File: src/rtl/stream_mux_rr.sv
// N-channel valid/ready stream multiplexer with fixed-select or round-robin arbitration.
// Packets stay contiguous, and the output goes through a single registered beat buffer.
module stream_mux_rr #(
    parameter int  N  = 4,
    parameter int  W  = 8,
    localparam int SW = $clog2(N)
) (
    input  logic            clk,
    input  logic            rst_n,
    input  logic            mode,
    input  logic [SW-1:0]   sel,
    input  logic [N*W-1:0]  in_data,
    input  logic [N-1:0]    in_valid,
    input  logic [N-1:0]    in_last,
    output logic [N-1:0]    in_ready,
    output logic [W-1:0]    out_data,
    output logic [SW-1:0]   out_ch,
    output logic            out_last,
    output logic            out_valid,
    input  logic            out_ready
);

    logic          lock;
    logic [SW-1:0] lock_ch;
    logic [SW-1:0] rr_ptr;

    logic          space;
    logic          gnt_vld;
    logic [SW-1:0] gnt;
    logic [N-1:0]  gnt_oh;
    logic [W-1:0]  gnt_data;
    logic          gnt_last;
    logic          accept;
    logic [SW-1:0] ptr_next;

    // Grant selection: a held lock ignores in_valid entirely so in_ready
    // cannot glitch on activity of the other channels mid-packet.
    always_comb begin
        space   = !out_valid || out_ready;
        gnt_vld = 1'b0;
        gnt     = '0;
        if (lock) begin
            gnt_vld = 1'b1;
            gnt     = lock_ch;
        end else if (!mode) begin
            if (32'(sel) < 32'(N)) begin
                gnt_vld = 1'b1;
                gnt     = sel;
            end
        end else begin
            for (int k = 0; k < N; k++) begin
                if (!gnt_vld && in_valid[SW'((int'(rr_ptr) + k) % N)]) begin
                    gnt_vld = 1'b1;
                    gnt     = SW'((int'(rr_ptr) + k) % N);
                end
            end
        end
    end

    always_comb begin
        gnt_oh   = '0;
        in_ready = '0;
        gnt_data = '0;
        for (int i = 0; i < N; i++) begin
            gnt_oh[i]   = gnt_vld && (gnt == SW'(i));
            in_ready[i] = gnt_oh[i] && space && rst_n;
            gnt_data    = gnt_data | (in_data[i*W +: W] & {W{gnt_oh[i]}});
        end
        gnt_last = |(gnt_oh & in_last);
        accept   = (|(gnt_oh & in_valid)) && space && rst_n;
        ptr_next = (gnt == SW'(N - 1)) ? '0 : gnt + SW'(1);
    end

    always_ff @(posedge clk or negedge rst_n) begin
        if (!rst_n) begin
            out_valid <= 1'b0;
            out_data  <= '0;
            out_ch    <= '0;
            out_last  <= 1'b0;
            lock      <= 1'b0;
            lock_ch   <= '0;
            rr_ptr    <= '0;
        end else begin
            if (accept) begin
                out_valid <= 1'b1;
                out_data  <= gnt_data;
                out_ch    <= gnt;
                out_last  <= gnt_last;
                if (gnt_last) begin
                    lock   <= 1'b0;
                    rr_ptr <= ptr_next;
                end else begin
                    lock    <= 1'b1;
                    lock_ch <= gnt;
                end
            end else if (out_ready) begin
                out_valid <= 1'b0;
            end
        end
    end

endmodule

File: config.mk
export PLATFORM = sky130hd
export DESIGN_NAME = stream_mux_rr
export DESIGN_NICKNAME = d
export VERILOG_FILES = /design/src/rtl/stream_mux_rr.sv
export SDC_FILE = /design/constraint.sdc
export NUM_CORES = 1
export LEC_CHECK = 0
export CORE_ASPECT_RATIO = 0.5
export CORE_UTILIZATION = 42
export CTS_BUF_LIST = sky130_fd_sc_hd__clkbuf_8 sky130_fd_sc_hd__clkbuf_16
export CTS_CLUSTER_DIAMETER = 60
export DETAILED_ROUTE_END_ITERATION = 10
export PLACE_DENSITY_LB_ADDON = 0.08
export SLEW_MARGIN = 20
export SYNTH_ARGS = -nofsm -noshare
export SYNTH_HDL_FRONTEND = slang
export SYNTH_SLANG_ARGS = --single-unit
File: constraint.sdc
create_clock -name clk -period 8.1 [get_ports clk]
set_input_delay 1.215 -clock clk [delete_from_list [all_inputs] [get_ports clk]]
set_output_delay 1.215 -clock clk [all_outputs]
set_load 0.1 [all_outputs]
---- After elaboration in Yosys (flattened, before gate mapping) ----
Index checks and enable logic that the tools add are counted.
operators by class
  add/subtract/negate cells ............... 4
  magnitude comparators ................... 4
  equal/unequal tests ..................... 3
  mux-type cells .......................... 34
  bitwise operators ....................... 10
  reductions and logical operators ........ 28
operator list
  operator               count
  $and A8 B8 Y8          4
  $or A8 B8 Y8           3
  $mux W1                23
  $logic_and A1 B1 Y1    17
  $lt A2 B4 Y1 const B   4
  $mux W2                7
  $and A4 B4 Y4          2
  $bmux W1 S2            4
  $reduce_or A4 Y1       2
  $add A2 B1 Y2 const B  2
  $add A2 B2 Y2 const B  2
  $eq A2 B2 Y1 const B   2
  $logic_not A1 Y1       4
  $reduce_and A2 Y1      2
  $eq A2 B1 Y1 const B   1
  $logic_not A2 Y1       1
  $reduce_bool A2 Y1     1
  $logic_or A1 B1 Y1     1
  $not A1 Y1             1
word-level totals
  flip-flop bits (word level) ............. 17
  bits of input ports ..................... 46
  output and inout bits ................... 16
  logic and storage cells ................. 90

---- Logic depth before layout (Yosys ltp) ----
  depth after elaboration ................. 28
  gate-level depth with buffers ........... 11
  mapped depth without buffers ............ 9

---- Worst setup path before layout ----
Ideal clock, no wire load.
  path kind ............................... input port to output port
  from .................................... input port in_valid[3]
  to ...................................... output port in_ready[3]
  data arrival time ....................... 3262 ps
  data required time ...................... 6885 ps
  setup slack ............................. 3623 ps
  stages .................................. 6
  path buffers ............................ 1
  cell sequence ........................... mux2i_1 a221o_1 o31ai_2 ha_1 clkbuf_1 and2_1
on the way
  word-level cells in the longest chain between the ends .. 25
  elaborated cells on any way between the ends .. 40
  those cells by class .................... eq/ne (1); mux (30); reduce/logical (9)
ends and longest elaborated chain
  what                                        line  RTL
  start: declaration                          13    input logic [N-1:0] in_valid,
  $bmux W1 S2                                 52    if (!gnt_vld && in_valid[SW'((int'(rr_ptr) + k) % N)]) begin
  $mux W1 (implied by the code) (2 in a row)  52
  $mux W1                                     52
  $mux W1                                     45    end else if (!mode) begin
  $mux W1                                     42    if (lock) begin
  $logic_not A1 Y1                            52
  $logic_and A1 B1 Y1                         52
  $mux W1                                     52
  [8 not listed]                              -
  $logic_and A1 B1 Y1                         52
  $mux W2 *                                   52
  $mux W2 *                                   45
  $mux W2 *                                   42
  named net gnt[0]                            29    logic [SW-1:0] gnt;
  $eq A2 B2 Y1 *                              65    gnt_oh[i] = gnt_vld && (gnt == SW'(i));
  $logic_and A1 B1 Y1 *                       65
  $logic_and A1 B1 Y1 * (2 in a row)          66    in_ready[i] = gnt_oh[i] && space && rst_n;
  end: declaration                            15    output logic [N-1:0] in_ready,
The timed path passes the listed nets; every way through them passes the cells marked *. The select of a mux whose other input is x is not followed.

---- Worst setup path in the final report ----
Ends and elaborated chain as after synthesis.

==> reports/results.txt <==
The later pin in the worst-skew pair is clocked with a latency of 0.26 ns. The switching power was 0.452 mW. Dividing the synthesized area by the synthesized cell count gives 9.96 um^2.

Once the floorplan was initialized, standard cells occupied 44.5% of the core. The final sum of negative setup slack is 0 ns, and the total of hold buffers inserted after clock tree synthesis is 0. The height of the chip came out at 39.2 um.

The pre-antenna-repair detailed-routing pass consisted of 4 iterations. TritonCTS built the clock tree. The number of sinks on the clock net is 17, and the site row count is 13.

The number of levels the H-tree was split into came out at 1. Static timing analysis puts the maximum clock frequency at 0.172 GHz. Post-synthesis cell count: 117.

Maximum VDD drop: 238 uV. The port buffer count came out at 61. Total wirelength of the detailed-routed design: 3160 um.

Among all cell types in the netlist, the one instantiated most often is sky130_fd_sc_hd__dfrtp_1. The total power density per cell area came out at 432 nW/um^2. The flow ran to the end, and the final reports show no timing, DRC or antenna violations. The synthesis-to-layout area growth came out at 57.1%. Summed over all layers, the global routing overflow is 0. In this run the worst hold path is classified as flip-flop to flip-flop. In the global route stage, overall resource usage came out at 22.8%. Counting flops with a built-in enable in the synthesized netlist gives 0.

The tools report the reported leakage power as 0.750 nW. The tools report the pin count of the biggest net entering global routing as 26. The cell sitting at the root of the clock tree is a sky130_fd_sc_hd__clkbuf_8. The tools report the count of buffers added by post-CTS timing repair for setup as 0.

The measured slew at the worst slew-check pin was 1.01 ns. After clock tree synthesis, the clock-pin slew on the worst setup and hold paths is 0.07 ns. The violation count after the first detailed-route iteration is 45, and the fill cell total of the finished layout is 209.

Setup repair after global routing left no endpoint under its margin. Half-perimeter wire length after placement: 2370 um. The first global-routing pass estimated 5100 um of wire. The maximum fanout encountered on the critical timing path is 11. Net switching is 57.2% of the power.

The count of pins over their slew limit was 0; the number of instances resized during post-cts repair was 0. Headroom to the max-slew limit came out at 32.1%. For the final setup skew, the log shows 0.00582 ns.

The category of the worst setup path capture point is a primary output. The layout cell share with drive strength beyond 1 is 8.05%, and the die outline width is 76.5 um. Sorting the synthesized cells by how often they occur yields sky130_fd_sc_hd__dfrtp_1, sky130_fd_sc_hd__nand2_1, sky130_fd_sc_hd__a22o_1, sky130_fd_sc_hd__o31ai_1, sky130_fd_sc_hd__a221oi_1. After synthesis, flip-flops and latches occupy 36.5% of the total area.

In the post-synthesis netlist, the biggest area contributors are sky130_fd_sc_hd__dfrtp_1, sky130_fd_sc_hd__a22o_1, sky130_fd_sc_hd__a221oi_1. The total DRC errors in the routed layout is 0. The number of antenna diodes in the final layout is 0. Per report_power, the clock group accounts for 8.3% of the total. The worst hold path begins at out_last$_DFFE_PN0P_.

At the worst endpoint, the required time is 6.88 ns. Setup violations remaining at the end of the flow were counted as 0. Tracing the worst setup path back leads to its startpoint at in_valid[3]. For this run, the post-layout net count is 225. STA puts the critical path data arrival time at 4.59 ns.

Portion of total power attributed to sequential cells: 19.8%. In the final layout, flip-flops and latches occupy 425 um^2. The run gives 1160 um^2 as the combined area of all synthesized cells. The logs give 0 for the total count of hold-check failures in the final report and 167 for the synthesized net count. For this run, the number of Yosys warnings is 0.

Combinational cells account for 71.9% of the total power. The cell type with the largest total area after synthesis is sky130_fd_sc_hd__dfrtp_1. The run gives 1144 as the total number of vias. After synthesis, the largest area contributor takes up 36.5% of total cell area. Counting the buffers created by CTS gives 3. During I/O placement, the number of pins put on the boundary was 62.

The tool flagged a number of max-cap violations equal to 0. The initial antenna violation count was 0. The detailed-route wire length per cell is 15.0 um, and the weighted congestion at the end of routability-driven global placement is 0.869.

The critical path start-end classification was input pin to primary output. Synthesis inferred 17 register bits. Summing all multi-input logic gate instances after layout gives 684 um^2. The final critical-path required period came out at 5.81 ns.

For the area of the core, the log shows 2620 um^2. The worst register-to-register path begins at rr_ptr[1]$_DFFE_PN0P_. The tools report the via count of the first global-routing pass as 1097. The detailed-route vias per instance is 5.42, and the die outline area is 3000 um^2. The detail route stage leaves a number of antenna-violating nets equal to 0. The longest clock path from root to sink contains 2 buffers.

In this run, distinct cell masters in the synthesized netlist total 39. The kind of start point of the critical path is an input pin. After synthesis, the share of flip-flops with an asynchronous set or reset is 100%. The share of the clock period used by the worst path after layout is 71.7%. The tools report the internal cell power as 0.339 mW. For this run, the leading register cell type out of synthesis is sky130_fd_sc_hd__dfrtp_1. Hold is met by 0.489 ns.
==> placed cells by master (no fill, tap or decap), types with 2 or more instances in the layout <==
| cell | Yosys | routed |
|---|---|---|
| sky130_fd_sc_hd__and2_1 | 5 | 5 |
| sky130_fd_sc_hd__mux2_1 | 2 | 2 |
| sky130_fd_sc_hd__o21ai_0 | 2 | 2 |
| sky130_fd_sc_hd__o31ai_1 | 9 | 9 |
| sky130_fd_sc_hd__mux2i_1 | 2 | 2 |
| sky130_fd_sc_hd__nor2b_1 | 2 | 2 |
| sky130_fd_sc_hd__nor2_1 | 5 | 5 |
| sky130_fd_sc_hd__a22o_1 | 9 | 9 |
| sky130_fd_sc_hd__a21oi_1 | 3 | 3 |
| sky130_fd_sc_hd__dfrtp_1 | 17 | 17 |
| sky130_fd_sc_hd__ha_1 | 4 | 4 |
| sky130_fd_sc_hd__a22oi_1 | 2 | 2 |
| sky130_fd_sc_hd__clkbuf_8 | 0 | 3 |
| sky130_fd_sc_hd__o2bb2ai_1 | 2 | 2 |
| sky130_fd_sc_hd__nand2_1 | 13 | 13 |
| sky130_fd_sc_hd__inv_1 | 4 | 4 |
| sky130_fd_sc_hd__a221oi_1 | 8 | 8 |
| sky130_fd_sc_hd__clkdlybuf4s50_1 | 0 | 61 |
==> area by class of cell <==
class / count / share of cell area, %
multi-input combinational: 88 / 37.4
timing repair buffer: 61 / 33.4
sequential: 17 / 23.2
tap: 37 / 2.53
clock buffer: 3 / 2.26
inverter: 4 / 0.820
clock inverter: 1 / 0.410
==> worst max-delay path: stages <==
cell	delay (ns)
sky130_fd_sc_hd__clkdlybuf4s50_1	0.62
sky130_fd_sc_hd__mux2i_1	0.12
sky130_fd_sc_hd__a221o_1	0.38
sky130_fd_sc_hd__o31ai_2	0.43
sky130_fd_sc_hd__ha_1	0.50
sky130_fd_sc_hd__and2_1	0.19
sky130_fd_sc_hd__clkdlybuf4s50_1	1.12
==> state kept, by name, indices dropped and copies added, names as in the netlist <==
| register | flops |
|---|---|
| lock_ch | 2 |
| lock | 1 |
| out_data | 8 |
| rr_ptr | 2 |
| out_valid | 1 |
| out_ch | 2 |
| out_last | 1 |
==> kinds of logic (layout without fill, tap and decap cells) <==
group	after synthesis	in the layout	share of synthesized area, %
AO/OA/AOI/OAI	45	45	32.0
AND/OR/NAND/NOR	34	34	17.5
flip-flops	17	17	36.5
buffers and inverters	12	69	4.73
multiplexers	5	5	4.94
adder cells (fa/ha/maj)	4	4	4.30
==> per-layer routing <==
| metal | part of all wire (%) | vias to the layer above | track usage, % | wire [um] |
|---|---|---|---|---|
| met1 | 47 | 534 | 28.1 | 1470 |
| met3 | 6.3 | 2 | 6.35 | 198 |
| met4 | 0.51 | 0 | 6.25 | 16 |
| met5 | 0 | - | 0 | 0 |
| met2 | 47 | 44 | 40.5 | 1470 |
| li1 | - | 564 | - | - |
==> power groups by stage <==
stage	clock network [mW]	logic, mW	registers, mW
5_1_grt	0.0711	0.603	0.164
6_report	0.0654	0.569	0.157
3_3_place_gp	0	0.563	0.156
4_1_cts	0.0674	0.569	0.156
3_5_place_dp	0	0.568	0.156
2_1_floorplan	0	0.254	0.336
==> stage by stage <==
step           utilization (%)  power [mW]  worst slack [ns]  instance area, um^2  std cells
6_report                  69.9       0.791              2.29                 1830        211
4_1_cts                   69.9       0.792              2.29                 1830        211
3_5_place_dp              68.0       0.724              2.32                 1780        207
3_3_place_gp              68.0       0.718              2.39                 1780        207
5_1_grt                   69.9       0.838              2.14                 1830        211
2_1_floorplan                -       0.590              3.62                 1160        117
==> worst paths after layout <==
kind | end | slack [ns] | cells past startpoint
worst max-delay path | in_ready[3] | 2.29 | 7
worst min-delay path | out_last$_DFFE_PN0P_ | 0.49 | 2
worst max register to register | rr_ptr[1]$_DFFE_PN0P_ | 4.31 | 9
worst min register to register | out_last$_DFFE_PN0P_ | 0.49 | 2
max in group asynchronous | out_last$_DFFE_PN0P_ | 6.15 | 1
min in group asynchronous | out_data[6]$_DFFE_PN0P_ | 1.44 | 1
No activity file was read; power rests on OpenSTA's default activity.
